==> config.mk <==
export PLATFORM = sky130hd
export DESIGN_NAME = dwrr_ingress_queues
export DESIGN_NICKNAME = d
export VERILOG_FILES = /design/src/rtl/dwrr_pkg.sv /design/src/rtl/dwrr_ingress_queues_sync_fifo.sv /design/src/rtl/dwrr_ingress_queues.sv
export SDC_FILE = /design/constraint.sdc
export NUM_CORES = 1
export LEC_CHECK = 0
export CORE_MARGIN = 2
export CORE_UTILIZATION = 51
export CTS_CLUSTER_DIAMETER = 200
export CTS_CLUSTER_SIZE = 20
export DETAILED_ROUTE_END_ITERATION = 8
export PLACE_DENSITY = 0.66
export SYNTH_ARGS = -nofsm -noshare
export SYNTH_HDL_FRONTEND = slang
export SYNTH_HIERARCHICAL = 1
export SYNTH_SLANG_ARGS = --single-unit
==> constraint.sdc <==
create_clock -name clk -period 3.9 [get_ports clk]
set_clock_uncertainty 0.05 [all_clocks]
set_input_delay 1.17 -clock clk [delete_from_list [all_inputs] [get_ports clk]]
set_output_delay 1.17 -clock clk [all_outputs]
set_load 0.005 [all_outputs]
==> src/rtl/dwrr_pkg.sv <==
// Shared definitions for the DWRR arbiter and its ingress queue bank.
// Both blocks import this package so that their NUM_REQS defaults agree.
package dwrr_pkg;

  localparam int NUM_REQS_DEF = 4;
  localparam int DEPTH_DEF    = 8;
  localparam int DWID_DEF     = 8;
  localparam int QIDWID_DEF   = $clog2(NUM_REQS_DEF);

  typedef logic [QIDWID_DEF-1:0] qid_t;

  // True when at most one bit is set. Callers zero-extend narrower grant vectors.
  function automatic logic onehot0_or_zero(input logic [31:0] v);
    return (v & (v - 32'd1)) == 32'd0;
  endfunction

endpackage

==> src/rtl/dwrr_ingress_queues_sync_fifo.sv <==
// Single-clock circular-buffer FIFO. Pointers wrap naturally at DEPTH.
// The caller is responsible for never pushing while full or popping while empty.
module sync_fifo #(
  parameter int DEPTH = 8,
  parameter int DWID  = 8,
  localparam int PTRW   = $clog2(DEPTH),
  localparam int CNTWID = PTRW + 1
) (
  input  logic              clk,
  input  logic              rst,
  input  logic              push,
  input  logic [DWID-1:0]   wdata,
  input  logic              pop,
  output logic [DWID-1:0]   rdata,
  output logic [CNTWID-1:0] count,
  output logic              full,
  output logic              empty
);

  logic [DWID-1:0] mem [DEPTH];
  logic [PTRW-1:0] wptr;
  logic [PTRW-1:0] rptr;

  always_ff @(posedge clk) begin
    if (rst) begin
      wptr  <= '0;
      rptr  <= '0;
      count <= '0;
    end else begin
      if (push) wptr <= wptr + 1'b1;
      if (pop)  rptr <= rptr + 1'b1;
      case ({push, pop})
        2'b10:   count <= count + 1'b1;
        2'b01:   count <= count - 1'b1;
        default: count <= count;
      endcase
    end
  end

  // Storage carries no reset; entries are only read after being written.
  always_ff @(posedge clk) begin
    if (push) mem[wptr] <= wdata;
  end

  assign rdata = mem[rptr];
  assign full  = (count == CNTWID'(DEPTH));
  assign empty = (count == '0);

endmodule

==> src/rtl/dwrr_ingress_queues.sv <==
// Per-requestor packet queues feeding the DWRR arbiter: drives reqs/blk,
// dequeues on a one-hot grant into a registered, queue-tagged output stage.
module dwrr_ingress_queues
  import dwrr_pkg::*;
#(
  parameter int NUM_REQS = NUM_REQS_DEF,
  parameter int DEPTH    = DEPTH_DEF,
  parameter int DWID     = DWID_DEF,
  parameter int QIDWID   = $clog2(NUM_REQS),
  parameter int CNTWID   = $clog2(DEPTH) + 1
) (
  input  logic                     clk,
  input  logic                     rst,
  input  logic [NUM_REQS-1:0]      in_valid,
  input  logic [NUM_REQS*DWID-1:0] in_data,
  output logic [NUM_REQS-1:0]      in_ready,
  output logic [NUM_REQS-1:0]      reqs,
  input  logic [NUM_REQS-1:0]      gnt,
  output logic                     blk,
  output logic                     out_valid,
  output logic [DWID-1:0]          out_data,
  output logic [QIDWID-1:0]        out_qid,
  input  logic                     out_ready,
  output logic                     gnt_err
);

  logic [DWID-1:0]   rdata [NUM_REQS];
  logic [CNTWID-1:0] count [NUM_REQS];
  logic [NUM_REQS-1:0] full;
  logic [NUM_REQS-1:0] empty;
  logic [NUM_REQS-1:0] push;
  logic [NUM_REQS-1:0] pop;

  logic              gnt_single;
  logic              err_now;
  logic              pop_any;
  logic [QIDWID-1:0] pop_qid;
  logic [DWID-1:0]   pop_data;

  // in_ready looks only at the current count, so a full queue never accepts
  // a push even if it is being popped in the same cycle.
  assign in_ready = ~full & {NUM_REQS{~rst}};
  assign push     = in_valid & in_ready;

  // A stalled output register withdraws every request, so a pop can only
  // happen when the register is empty or draining this cycle.
  assign blk  = out_valid & ~out_ready;
  assign reqs = ~empty & {NUM_REQS{~blk}};

  assign gnt_single = onehot0_or_zero(32'(gnt));
  assign pop        = gnt_single ? (gnt & reqs) : '0;
  assign err_now    = ~gnt_single | (|(gnt & ~reqs));

  for (genvar i = 0; i < NUM_REQS; i++) begin : g_q
    sync_fifo #(
      .DEPTH (DEPTH),
      .DWID  (DWID)
    ) u_fifo (
      .clk   (clk),
      .rst   (rst),
      .push  (push[i]),
      .wdata (in_data[i*DWID +: DWID]),
      .pop   (pop[i]),
      .rdata (rdata[i]),
      .count (count[i]),
      .full  (full[i]),
      .empty (empty[i])
    );

    assert property (@(posedge clk) disable iff (rst) count[i] <= CNTWID'(DEPTH));
  end

  always_comb begin
    pop_any  = |pop;
    pop_qid  = '0;
    pop_data = '0;
    for (int i = 0; i < NUM_REQS; i++) begin
      if (pop[i]) begin
        pop_qid  = QIDWID'(i);
        pop_data = rdata[i];
      end
    end
  end

  // Output stage: load on pop, clear when drained, otherwise hold.
  always_ff @(posedge clk) begin
    if (rst) begin
      out_valid <= 1'b0;
      out_data  <= '0;
      out_qid   <= '0;
      gnt_err   <= 1'b0;
    end else begin
      if (pop_any) begin
        out_valid <= 1'b1;
        out_data  <= pop_data;
        out_qid   <= pop_qid;
      end else if (out_ready) begin
        out_valid <= 1'b0;
      end
      gnt_err <= gnt_err | err_now;
    end
  end

endmodule

Yosys cells after proc, flatten, opt, wreduce, memory -nomap -nowiden. Memory sizes are Yosys's and may differ from the RTL's. A register that Yosys moved wholly into a read port is not among the register bits. Cells that the tools add are included.

Flip-flop bits (word level): 52. RAM bits: 256. Input bits: 43. Output and inout port bits: 21. Word-level logic and storage cells: 107. Memories: 4.

$add $sub $neg: 17. Equal/unequal tests: 12. Muxes and demuxes: 30. Bitwise operators: 16. Reduce and logical (&&, ||, !) cells: 12.

Memories: g_q[0].u_fifo.mem (depth 8, width 8, read ports 1, clocked after memory_dff 1, wr ports 1, RTL line dwrr_ingress_queues_sync_fifo.sv:20) `logic [DWID-1:0] mem [DEPTH];`; g_q[1].u_fifo.mem (depth 8, width 8, read ports 1, clocked after memory_dff 1, wr ports 1, RTL line dwrr_ingress_queues_sync_fifo.sv:20); g_q[2].u_fifo.mem (depth 8, width 8, read ports 1, clocked after memory_dff 1, wr ports 1, RTL line dwrr_ingress_queues_sync_fifo.sv:20); g_q[3].u_fifo.mem (depth 8, width 8, read ports 1, clocked after memory_dff 1, wr ports 1, RTL line dwrr_ingress_queues_sync_fifo.sv:20).

Operator list (count): 4-bit by 32-bit bitwise AND with 32-bit output (1); 32-bit zero test (1); 8-bit two-way mux (4); 4-bit case mux with 2 select lines (4); 3-bit by 1-bit adder with 3-bit output (second input constant) (8); 3-bit two-way mux (8); 4-bit bitwise AND (5); 4-bit by 1-bit adder with 4-bit output (second input constant) (4); 4-bit equality test (second input constant) (4); 4-bit zero test (4); 4-bit by 1-bit subtractor with 4-bit output (second input constant) (4); 4-bit NOT (3); 1-bit two-way mux (11); 2-bit nonzero test (5); 2-bit by 1-bit equality test with 1-bit output (second input constant) (4); 2-bit equality test (second input constant) (4); 4-bit OR reduction (2); 4-bit by 1-bit subtractor with 5-bit output (second input constant) (1); 2-bit two-way mux (2); 4-bit two-way mux (1); 1-bit NOT (4); 1-bit OR (2); 1-bit bitwise AND (1).

Longest topological paths before layout. Gate-level depths: netlist of run 1.

Depth after elaboration: 10. Mapped depth: 12. Mapped depth without buffers: 11.

By module. Netlist of run 1, hierarchy kept.

Modules (own cells, without submodules): sync_fifo (g_q[1].u_fifo ...) (instances 3, cells each 165, area an instance 3103.0 µm², sequential area each 2182.1 µm²); sync_fifo (g_q[0].u_fifo) (instances 1, cells each 163, area an instance 3093.0 µm², sequential area each 2182.1 µm²); dwrr_ingress_queues (instances 1, cells each 100, area an instance 815.8 µm², sequential area each 240.2 µm²).

Worst setup path before layout of run 1. OpenSTA, ideal clock, no wires.

Path type: in2reg. Start point: in out_ready. End point: reg g_q[1].u_fifo.count[3]. Setup time: 0.121 ns. Arrival time: 3.364 ns. Required time: 3.729 ns. Slack: 0.365 ns. Stages: 10. Buffers on the path: 2. Path through: nand2b_2 inv_2 buf_4 nor3_1 ha_1 clkbuf_1 nor4b_1 o21ai_0 o31ai_1 mux2_2.

Cells in the longest elaborated chain, start to end: 8. Elaborated cells between the ends (all ways): 10. Classes of those cells: eq/ne: 2; mux: 2; bitwise: 5; reduce/logical: 1.

RTL lines: start: declaration (RTL line dwrr_ingress_queues.sv:23) `input logic out_ready,`; 1-bit NOT (*) (RTL line dwrr_ingress_queues.sv:47) `assign blk = out_valid & ~out_ready;`; 1-bit bitwise AND (*) (RTL line dwrr_ingress_queues.sv:47); named net blk (RTL line dwrr_ingress_queues.sv:19) `output logic blk,`; 1-bit NOT (*) (RTL line dwrr_ingress_queues.sv:48) `assign reqs = ~empty & {NUM_REQS{~blk}};`; 4-bit bitwise AND (*) (RTL line dwrr_ingress_queues.sv:48); 4-bit bitwise AND (*) (RTL line dwrr_ingress_queues.sv:51) `assign pop = gnt_single ? (gnt & reqs) : '0;`; 4-bit two-way mux (*) (RTL line dwrr_ingress_queues.sv:51); named net pop[1] (RTL line dwrr_ingress_queues.sv:32) `logic [NUM_REQS-1:0] pop;`; 2-bit by 1-bit equality test with 1-bit output or 2-bit equality test (tied branches) (RTL line dwrr_ingress_queues_sync_fifo.sv:32) `case ({push, pop})`; 4-bit case mux with 2 select lines or 2-bit nonzero test (tied branches); end signal: assignment (RTL line dwrr_ingress_queues_sync_fifo.sv:33) `2'b10: count <= count + 1'b1;`; end signal: assignment (RTL line dwrr_ingress_queues_sync_fifo.sv:34) `2'b01: count <= count - 1'b1;`; end signal: assignment (RTL line dwrr_ingress_queues_sync_fifo.sv:35) `default: count <= count;`; end: declaration (RTL line dwrr_ingress_queues_sync_fifo.sv:15) `output logic [CNTWID-1:0] count,`.

Mark *: on every way through the listed nets, which the timed path passes. The rest lies on a longest branch. A chain may end at the register's enable or synchronous reset.

Final worst setup path of run 1.
Start point: in out_ready. End point: out reqs[0].

Cells in the longest elaborated chain, start to end: 4.

RTL lines: 1-bit NOT (RTL line dwrr_ingress_queues.sv:47); 1-bit bitwise AND (RTL line dwrr_ingress_queues.sv:47); 1-bit NOT (RTL line dwrr_ingress_queues.sv:48); 4-bit bitwise AND (RTL line dwrr_ingress_queues.sv:48); end: declaration (RTL line dwrr_ingress_queues.sv:17) `output logic [NUM_REQS-1:0] reqs,`.

No other way between the ends.

==> metrics.csv, run 1 <==
stage,metric,value,unit
run_status,status,"finished, final reports clean",
clock_tree,cts_hold_buf,0,
global_routing,antenna_found_initial,1,
clock_tree,cts_root_buf,clkbuf_16,
final_layout,num-fill-cells,1822,
clock_tree,worstSkewPairLatency,0.50,ns
logic_synthesis,syn_inst,758,
logic_synthesis,synth.distinct_cells,51,
logic_synthesis,synth-seq-area-share,0.679,
die,rows,58,
logic_synthesis,dominantRegCellSynth,edfxtp_1,
route,dr_total_vias,6871,
final_layout,register_area,0.00897,sq mm
final_layout,multiInputGateArea,0.00400,sq mm
setup_path,rr_endpoint,g_q[2].u_fifo/count[2],
die,fp.dieH,165,microns
global_routing,grt_max_degree,42,
worst_hold_path,min_from,g_q[3].u_fifo/wptr[0],
pwr,p_switching,0.00133,W
timing,relSlewSlack,0.304,
final_layout,nets,922,
timing,worst_slack,0.173,ns
timing,finalHoldViolCount,0,
logic_synthesis,synth-xor-area-share,0.0159,
global_routing,grt_pass1_wl,39100,microns
final_layout,finalCoreUtilization,0.589,
die,core,0.0253,sq mm
pwr,internal-power,0.00491,W
timing,worstMarginPinSlew,1.03,ns
placed_design,io_buffers,63,
clock_tree,cts-resized-gates,0,
route,drc,0,
pwr,vdd_drop_max,0.220,mV
final_layout,layout-drive-gt1-share,0.141,
pwr,p_per_area,417,mW/mm^2
setup_path,reg2reg_depth,11,
logic_synthesis,synthAdderAreaFrac,0.0189,
logic_synthesis,async_reset_ff_frac,0,
setup_path,r2r_start,g_q[2].u_fifo/count[0],
global_routing,grt_pass1_vias,7003,
worst_hold_path,whs_path_depth,2,
clock_tree,cts_tree,yes,
pwr,leakagePower,4.94,nW
route,first_pass_iters,5,
final_layout,area_growth,12.9,%
timing,slew_viol_final,0,
logic_synthesis,syn-num-nets,821,
flow_run,drv_cap,0,
pwr,p_seq_frac,0.607,
logic_synthesis,yosys_warnings,6,
clock_tree,clk_pin_slew,0.08,ns
logic_synthesis,muxShareOfSynthArea,0.166,
setup_path,critPathTopFamily,buffers and inverters,
logic_synthesis,avgSynthCellArea,17.4,sq um
placed_design,place.gp.congestion,0.846,
setup_path,slowest_delay,0.53,ns
setup_path,path_common_cell,clkdlybuf4s50_1,
placed_design,dpl.hpwl,17500,microns
clock_tree,cts.path.max_buffers,3,
route,ant_nets,0,
clock_tree,cts_htree_levels,1,
logic_synthesis,synth_top_family_by_area,multiplexers,
setup_path,start_kind,input port,
route,wl_per_cell,21.3,microns
logic_synthesis,synth_compound_area_frac,0.0352,
logic_synthesis,yosys_register_bits,320,
die,initial_core_util,0.522,
clock_tree,post_cts_buffers,0,
logic_synthesis,yosys.area_share.simple,0.0664,
pwr,p_sw_frac,0.213,
route,drtIter0Drc,428,
pwr,clockPowerShare,0.310,
logic_synthesis,synth_edf_count,256,
clock_tree,cts_num_sinks,320,
setup_path,path_buf_inv,3,
global_routing,grt.overflow.total,0,
global_routing,grtUsageTotal,0.194,
setup_path,worstPathCellList,clkdlybuf4s50_1 > nand2b_2 > inv_2 > nor2_1 > clkdlybuf4s50_1,
die,die_area,0.0272,sq mm
setup_path,r2r_slack,0.59,ns
worst_hold_path,hp-class,flip-flop to flip-flop,
route,via_per_inst,5.72,
route,totalWireLength,25600,microns
timing,min_period,3.73,ns
setup_path,worstPathRequired,2.68,ns
setup_path,cp_data_arrival_time,2.51,ns
timing,rsz0062_at_grt,no,
logic_synthesis,syn_area,0.0132,sq mm
setup_path,worst_path_max_delay_cell,clkdlybuf4s50_1,
die,dieWidth,165,microns
worst_hold_path,holdPathEnd,g_q[3].u_fifo/wptr[0],
die,ios,64,
setup_path,crit_fanout,6,
timing,finalSetupViolations,0,
placed_design,pre_cts_ws,-0.127,ns
setup_path,worstSetupPathType,input port to output pin,
setup_path,endpoint_kind,output pin,
clock_tree,cts_buffers,19,
timing,max_freq,0.268,GHz
timing,finalCritPeriodShare,0.956,
pwr,combPwrFrac,0.083,
## cell usage after synthesis, types with 2 or more instances
library cell | n | share of area
o32ai_1 | 8 | 0.0053
nand2b_2 | 4 | 0.0027
inv_1 | 5 | 0.0014
edfxtp_1 | 256 | 0.58
a21oi_1 | 16 | 0.0061
buf_2 | 7 | 0.0027
mux2_2 | 36 | 0.031
a21oi_2 | 2 | 0.0013
or3_1 | 5 | 0.0024
mux4_2 | 4 | 0.0068
nor2_2 | 2 | 0.00095
nor4_1 | 5 | 0.0024
nor2_1 | 70 | 0.020
ha_1 | 20 | 0.019
mux2i_1 | 12 | 0.0091
xor2_1 | 20 | 0.013
nor2b_1 | 12 | 0.0057
nand3_1 | 2 | 0.00076
nand2_1 | 32 | 0.0091
mux4_1 | 60 | 0.12
nor4bb_1 | 3 | 0.0023
o31ai_1 | 3 | 0.0017
buf_12 | 4 | 0.0061
o21ai_0 | 15 | 0.0057
a221oi_1 | 8 | 0.0053
buf_1 | 4 | 0.0011
nand2b_1 | 13 | 0.0062
and2_1 | 4 | 0.0019
dfxtp_1 | 64 | 0.097
xnor2_1 | 4 | 0.0027
nor3_1 | 12 | 0.0045
clkbuf_1 | 12 | 0.0034
o22ai_1 | 7 | 0.0033
buf_6 | 4 | 0.0034
nor4b_1 | 7 | 0.0046
## layer usage
layer / GRT usage / vias up / wire length [microns] / part of all wire
met5: 0 / - / 0 / 0
li1: - / 3221 / - / -
met1: 0.267 / 3499 / 11500 / 0.45
met2: 0.329 / 124 / 12600 / 0.49
met3: 0.0249 / 27 / 943 / 0.037
met4: 0.0530 / 0 / 573 / 0.022
## registers in the layout, indices dropped and copies added (netlist names), named ones only
name,count
g_q.u_fifo/mem,256
g_q.u_fifo/count,16
g_q.u_fifo/rptr,12
g_q.u_fifo/wptr,12
out_data,8
out_qid,2
gnt_err,1
out_valid,1
## through the flow
step	setup TNS (ns)	hold slack, ns	total power, W	area (sq um)	instances
2_1_floorplan	0	0.412	0.00413	13200	758
3_3_place_gp	0	0.424	0.00435	14400	1168
3_5_place_dp	-0.209	0.432	0.00438	14400	1168
4_1_cts	0	0.444	0.00628	14900	1201
5_1_grt	0	0.472	0.00645	14900	1201
6_report	0	0.446	0.00623	14900	1202
## placed cells by master, fill, tap and decap left out, types with 2 or more instances in the layout
cell type,netlist,layout
edfxtp_1,256,256
nor2_1,70,70
dfxtp_1,64,64
clkdlybuf4s50_1,0,62
mux4_1,60,60
buf_4,1,49
mux2_2,36,36
nand2_1,32,32
xor2_1,20,20
ha_1,20,20
clkbuf_16,0,19
a21oi_1,16,16
o21ai_0,15,15
clkbuf_1,12,14
nand2b_1,13,13
nor3_1,12,12
nor2b_1,12,12
mux2i_1,12,12
a221oi_1,8,8
o32ai_1,8,8
o22ai_1,7,7
nor4b_1,7,7
inv_1,5,5
nor4_1,5,5
or3_1,5,5
nand2b_2,4,4
and2_1,4,4
mux4_2,4,4
xnor2_1,4,4
nor4bb_1,3,3
o31ai_1,3,3
a21oi_2,2,2
nand3_1,2,2
nor2_2,2,2
## power by group through the flow
stage,clock (W),combinational (W),sequential (W)
2_1_floorplan,0,0.000292,0.00384
3_3_place_gp,0,0.000491,0.00386
3_5_place_dp,0,0.000511,0.00386
4_1_cts,0.00198,0.000514,0.00379
5_1_grt,0.00211,0.000553,0.00379
6_report,0.00193,0.000516,0.00379
## cell type report
class                           count  share of cell area
Inverter                            7             0.00176
Clock buffer                       33              0.0354
Multi-Input combinational cell    399               0.268
Timing Repair Buffer              112              0.0666
Antenna cell                        1            0.000168
Tap cell                          330              0.0277
Sequential cell                   320               0.601
## cells by family after synthesis
kind of cell / Yosys count
simple gates: 175
fa+ha+maj: 20
compound gates: 68
xor+xnor: 24
buf+inv: 39
flops: 320
mux: 112
## tightest hold or removal path, delay by kind of cell (launching register included)
family	cells	cell delay, ns
AOI/OAI and AO/OA	1	0.05
DFF	1	0.34
and+or+nand+nor	1	0.06
## worst max-delay path by stage
stage              start                     end  slack [ns]  cells after the start
2_1_floorplan  out_ready  g_q[1].u_fifo/count[3]        0.36                     10
3_3_place_gp      gnt[2]  g_q[1].u_fifo/count[2]        0.09                     11
3_5_place_dp      gnt[1]  g_q[0].u_fifo/count[2]       -0.13                     11
4_1_cts        out_ready                 reqs[0]        0.15                      5
5_1_grt           gnt[1]  g_q[0].u_fifo/count[2]        0.04                     11
6_report       out_ready                 reqs[0]        0.17                      5
Note: power is estimated with default switching activity, not from simulation.
==> inputs of run 2 (changes only) <==
- ABC_CLOCK_PERIOD_IN_PS: unset -> 4000
- clock period: 3.9 -> 4 ns (I/O delays scaled with it)
==> metrics.csv, run 2 (synthesized netlist as in run 1, its figures left out) <==
stage,metric,value,unit,change
run_status,status,"finished, final reports clean",,
die,dieWidth,165,microns,unchanged
final_layout,top_regs,"g_q.u_fifo/mem (256), g_q.u_fifo/count (16)",,
route,ant_nets,0,,unchanged
placed_design,place.gp.congestion,0.813,,-3.9%
placed_design,io_buffers,63,,unchanged
die,rows,58,,unchanged
pwr,vdd_drop_max,0.216,mV,-2.0%
worst_hold_path,hp-class,flip-flop to flip-flop,,
clock_tree,post_cts_buffers,0,,unchanged
clock_tree,clk_pin_slew,0.08,ns,about the same
global_routing,use_met3,0.0289,,+0.00402
placed_design,pre_cts_ws,-0.0740,ns,+0.0530 ns
setup_path,rr_endpoint,g_q[0].u_fifo/count[2],,
placed_design,dpl.hpwl,17500,microns,+0.17%
die,fp.dieH,165,microns,unchanged
global_routing,grtUsageMet2,0.332,,+0.00341
timing,finalHoldViolCount,0,,unchanged
timing,finalCritPeriodShare,0.964,,
clock_tree,cts_num_sinks,320,,unchanged
global_routing,busiest_layer,met2,,
clock_tree,cts_hold_buf,0,,unchanged
timing,rsz0062_at_grt,no,,
setup_path,crit_start,out_ready,,
die,initial_core_util,0.522,,unchanged
flow_run,drv_cap,0,,unchanged
setup_path,reg2reg_depth,10,,-1
timing,min_period,3.85,ns,
route,first_pass_iters,5,,unchanged
setup_path,endpoint_kind,output pin,,
die,core,0.0253,sq mm,unchanged
setup_path,worstSetupPathType,input port to output pin,,
setup_path,r2r_start,g_q[0].u_fifo/count[0],,
global_routing,grt_max_degree,42,,unchanged
final_layout,layout-drive-gt1-share,0.140,,-0.000987
global_routing,grt_pass1_wl,39200,microns,+0.28%
global_routing,use_met1,0.262,,-0.00549
final_layout,final_cell_mix,"edfxtp_1 (256), nor2_1 (70), dfxtp_1 (64)",,
timing,worstMarginPinSlew,0.934,ns,-0.0997 ns
route,totalWireLength,25600,microns,-0.18%
setup_path,r2r_slack,0.88,ns,+0.29 ns
clock_tree,cts_root_buf,clkbuf_16,,
setup_path,cp_data_arrival_time,2.60,ns,+0.09 ns
global_routing,antenna_found_initial,1,,unchanged
pwr,finalPower,0.00610,W,-2.2%
timing,relSlewSlack,0.376,,+0.0720
setup_path,worstPathRequired,2.75,ns,+0.07 ns
setup_path,start_kind,input port,,
timing,max_freq,0.259,GHz,
global_routing,grt_pass1_vias,7034,,+0.44%
clock_tree,cts_tree,yes,,
clock_tree,cts.path.max_buffers,3,,unchanged
timing,worst_slack,0.145,ns,-0.0273 ns
setup_path,endpoint,reqs[0],,
clock_tree,worstSkewPairLatency,0.51,ns,about the same
clock_tree,cts-resized-gates,0,,unchanged
final_layout,largest_reg_flops,256,,unchanged
route,drc,0,,unchanged
clock_tree,cts_htree_levels,1,,unchanged
timing,slew_viol_final,0,,unchanged
route,via_per_inst,5.76,,+0.68%
route,wl_per_cell,21.3,microns,-0.10%
setup_path,crit_fanout,6,,unchanged
pwr,p_per_area,409,mW/mm^2,-2.1%
route,drtIter0Drc,500,,+17%
route,dr_total_vias,6912,,+0.60%
final_layout,area_growth,12.9,%,about the same
die,ios,64,,unchanged
global_routing,grt.overflow.total,0,,unchanged
global_routing,grtUsageTotal,0.193,,-0.000494
die,die_area,0.0272,sq mm,unchanged
final_layout,regMostFlops,g_q.u_fifo/mem,,
final_layout,final_common_cell,edfxtp_1,,
final_layout,nets,920,,-0.22%
timing,finalSetupViolations,0,,unchanged
pwr,leakagePower,4.94,nW,-0.14%
clock_tree,cts_buffers,19,,unchanged
## run 2: critical path: stages
cell and delay [ns]:
clkdlybuf4s50_1 0.45, nand2b_2 0.18, inv_2 0.12, nor2_1 0.12, clkdlybuf4s50_1 0.52
## run 2: metrics by stage
stage	cell area (sq um)	hold slack (ns)	util	cells	setup TNS, ns
finish	14900	0.449	0.589	1201	0
global placement	14400	0.424	0.568	1166	0
CTS	14900	0.451	0.589	1200	0
global route	14900	0.466	0.589	1200	0
floorplan	13200	0.412	-	758	0
detailed placement	14400	0.438	0.568	1166	-0.137
## run 2: area by class of cell
class	instances	area [sq um]
clock inverter	1	8.76
fill	1846	10400
clock buffer	33	528
timing repair buffer	110	978
tap	330	413
antenna	1	2.50
multi-input combinational	399	4000
inverter	7	26.3
sequential	320	8970
## run 2: how the worst min path moves through the flow
stage	startpoint	to	slack, ns	cells past startpoint
floorplan	g_q[0].u_fifo/wptr[0]	g_q[0].u_fifo/wptr[0]	0.41	2
global placement	g_q[1].u_fifo/wptr[0]	g_q[1].u_fifo/wptr[0]	0.42	2
detailed placement	out_data[4]	out_data[4]	0.44	2
CTS	out_data[4]	out_data[4]	0.45	2
global route	g_q[2].u_fifo/wptr[0]	g_q[2].u_fifo/wptr[0]	0.47	2
finish	out_data[4]	out_data[4]	0.45	2
## run 2: power breakdown
group	switching (W)	leakage, nW	internal (W)
registers	0.0000546	2.83	0.00364
clock network	0.000995	0.255	0.000906
logic	0.000256	1.85	0.000245
## run 2: layer usage
layer  up-vias  part of all wire
met1      3502              0.43
met5         -                 0
met4         0             0.020
li1       3235                 -
met3        26             0.049
met2       149              0.50
==> inputs of run 3 (changes only) <==
- ABC_CLOCK_PERIOD_IN_PS: 4000 -> unset
- CELL_PAD_IN_SITES_DETAIL_PLACEMENT: unset -> 1
- CELL_PAD_IN_SITES_GLOBAL_PLACEMENT: unset -> 2
- CORE_UTILIZATION: 51 -> 46
- PLACE_DENSITY: 0.66 -> 0.8
==> metrics.csv, run 3 (synthesized netlist as in run 1, its figures left out) <==
stage,metric,value,unit,change
run_status,status,"finished, final reports clean",,
global_routing,grt_pass1_vias,7487,,+6.4%
flow_run,drv_cap,0,,unchanged
setup_path,worstSetupPathType,input port to output pin,,
worst_hold_path,holdPathEnd,g_q[2].u_fifo/wptr[0],,
die,initial_core_util,0.464,,-0.0576
pwr,leakagePower,4.93,nW,-0.15%
final_layout,regMostFlops,g_q.u_fifo/mem,,
placed_design,io_buffers,63,,unchanged
timing,finalCritPeriodShare,0.964,,about the same
timing,relSlewSlack,0.371,,-0.00547
clock_tree,cts_tree,yes,,
timing,slew_viol_final,0,,unchanged
final_layout,nets,919,,-0.11%
route,ant_nets,0,,unchanged
timing,finalHoldViolCount,0,,unchanged
global_routing,grt_pass1_wl,44600,microns,+14%
route,wl_per_cell,22.9,microns,+7.4%
worst_hold_path,min_from,g_q[2].u_fifo/wptr[0],,
die,fp.dieH,174,microns,+5.2%
die,ios,64,,unchanged
die,dieWidth,174,microns,+5.2%
route,totalWireLength,28600,microns,+12%
die,rows,62,,+6.9%
route,dr_total_vias,6980,,+0.98%
final_layout,area_growth,13.3,%,
clock_tree,worstSkewPairLatency,0.51,ns,about the same
clock_tree,post_cts_buffers,0,,unchanged
final_layout,diodes,0,,-1
clock_tree,clk_pin_slew,0.08,ns,about the same
setup_path,endpoint_kind,output pin,,
global_routing,grt_max_degree,22,,-48%
die,core,0.0285,sq mm,+12%
setup_path,crit_fanout,7,,+1
timing,min_period,3.86,ns,+0.000705 ns
clock_tree,cts-resized-gates,0,,unchanged
clock_tree,cts_root_buf,clkbuf_16,,
setup_path,r2r_start,g_q[0].u_fifo/count[0],,
timing,worst_slack,0.145,ns,-0.000705 ns
setup_path,r2r_slack,0.77,ns,-0.11 ns
final_layout,final_common_cell,edfxtp_1,,
final_layout,largest_reg_flops,256,,unchanged
route,drtIter0Drc,475,,-5.0%
die,die_area,0.0301,sq mm,+11%
route,first_pass_iters,4,,-1
global_routing,grt.overflow.total,0,,unchanged
global_routing,grtUsageTotal,0.193,,-0.000360
setup_path,worstPathRequired,2.75,ns,about the same
final_layout,finalCoreUtilization,0.526,,-0.0633
timing,worstMarginPinSlew,0.942,ns,+0.00820 ns
pwr,vdd_drop_max,0.202,mV,-6.7%
final_layout,layout-drive-gt1-share,0.138,,-0.00198
timing,rsz0062_at_grt,no,,
worst_hold_path,hp-class,flip-flop to flip-flop,,
worst_hold_path,whs_path_depth,2,,unchanged
final_layout,top_regs,"g_q.u_fifo/mem (256), g_q.u_fifo/count (16)",,
route,via_per_inst,5.58,,-3.1%
setup_path,cp_data_arrival_time,2.61,ns,about the same
route,drc,0,,unchanged
clock_tree,cts_hold_buf,0,,unchanged
placed_design,place.gp.congestion,0.807,,-0.77%
global_routing,antenna_found_initial,0,,-1
setup_path,reg2reg_depth,11,,+1
final_layout,stdcell_area,0.0150,sq mm,+0.33%
pwr,p_per_area,408,mW/mm^2,about the same
final_layout,final_cell_mix,"edfxtp_1 (256), nor2_1 (70), dfxtp_1 (64)",,
placed_design,placed_area,0.0144,sq mm,+0.42%
timing,max_freq,0.259,GHz,about the same
clock_tree,cts.path.max_buffers,3,,unchanged
placed_design,dpl.hpwl,19900,microns,+14%
clock_tree,cts_htree_levels,1,,unchanged
setup_path,start_kind,input port,,
placed_design,pre_cts_ws,-0.0531,ns,+0.0209 ns
clock_tree,cts_buffers,19,,unchanged
timing,finalSetupViolations,0,,unchanged
pwr,finalPower,0.00611,W,+0.27%
setup_path,rr_endpoint,g_q[0].u_fifo/count[2],,
clock_tree,cts_num_sinks,320,,unchanged
run 3: changes by cell type in the layout (fill, tap and decap cells not counted), sizes merged:
cell / before / now
inv: 7 / 6
diode: 1 / 0
buf: 48 / 47
run 3: metrics by stage:
step | hold slack, ns | setup TNS [ns] | std cells
floorplan | 0.412 | 0 | 758
global placement | 0.422 | 0 | 1219
detailed placement | 0.439 | -0.0555 | 1219
CTS | 0.452 | 0 | 1252
global route | 0.472 | 0 | 1252
finish | 0.450 | 0 | 1252
run 3: power by group:
group          switching [W]  internal, W
sequential         0.0000573      0.00364
combinational       0.000254     0.000236
clock                0.00102     0.000903
total                0.00133      0.00478
run 3: worst max path at each step:
stage                    from                      to  slack [ns]  cells past startpoint
finish              out_ready                 reqs[0]        0.14                      5
global route        out_ready                 reqs[0]        0.11                      5
detailed placement     gnt[1]  g_q[1].u_fifo/count[2]       -0.05                     11
CTS                 out_ready                 reqs[0]        0.13                      5
floorplan           out_ready  g_q[1].u_fifo/count[3]        0.43                     10
global placement    out_ready  g_q[1].u_fifo/count[3]        0.11                     10
run 3: final cells by class:
cell class | instances | area (sq um)
sequential | 320 | 8970
inverter | 7 | 26.3
clock buffer | 33 | 528
tap | 384 | 480
timing repair buffer | 109 | 971
fill | 2684 | 13500
multi-input combinational | 399 | 4000
run 3: metal layers:
layer / vias up / global-route usage / wire length [microns]
li1: 3206 / - / -
met1: 3642 / 0.266 / 13000
met2: 92 / 0.331 / 14200
met3: 40 / 0.0230 / 815
met4: 0 / 0.0459 / 575
met5: - / 0 / 0
run 3: worst max-delay path, cell delays in order:
cell and delay (ns):
clkdlybuf4s50_1 0.51, nand2b_2 0.18, inv_2 0.08, nor2_1 0.12, clkdlybuf4s50_1 0.52
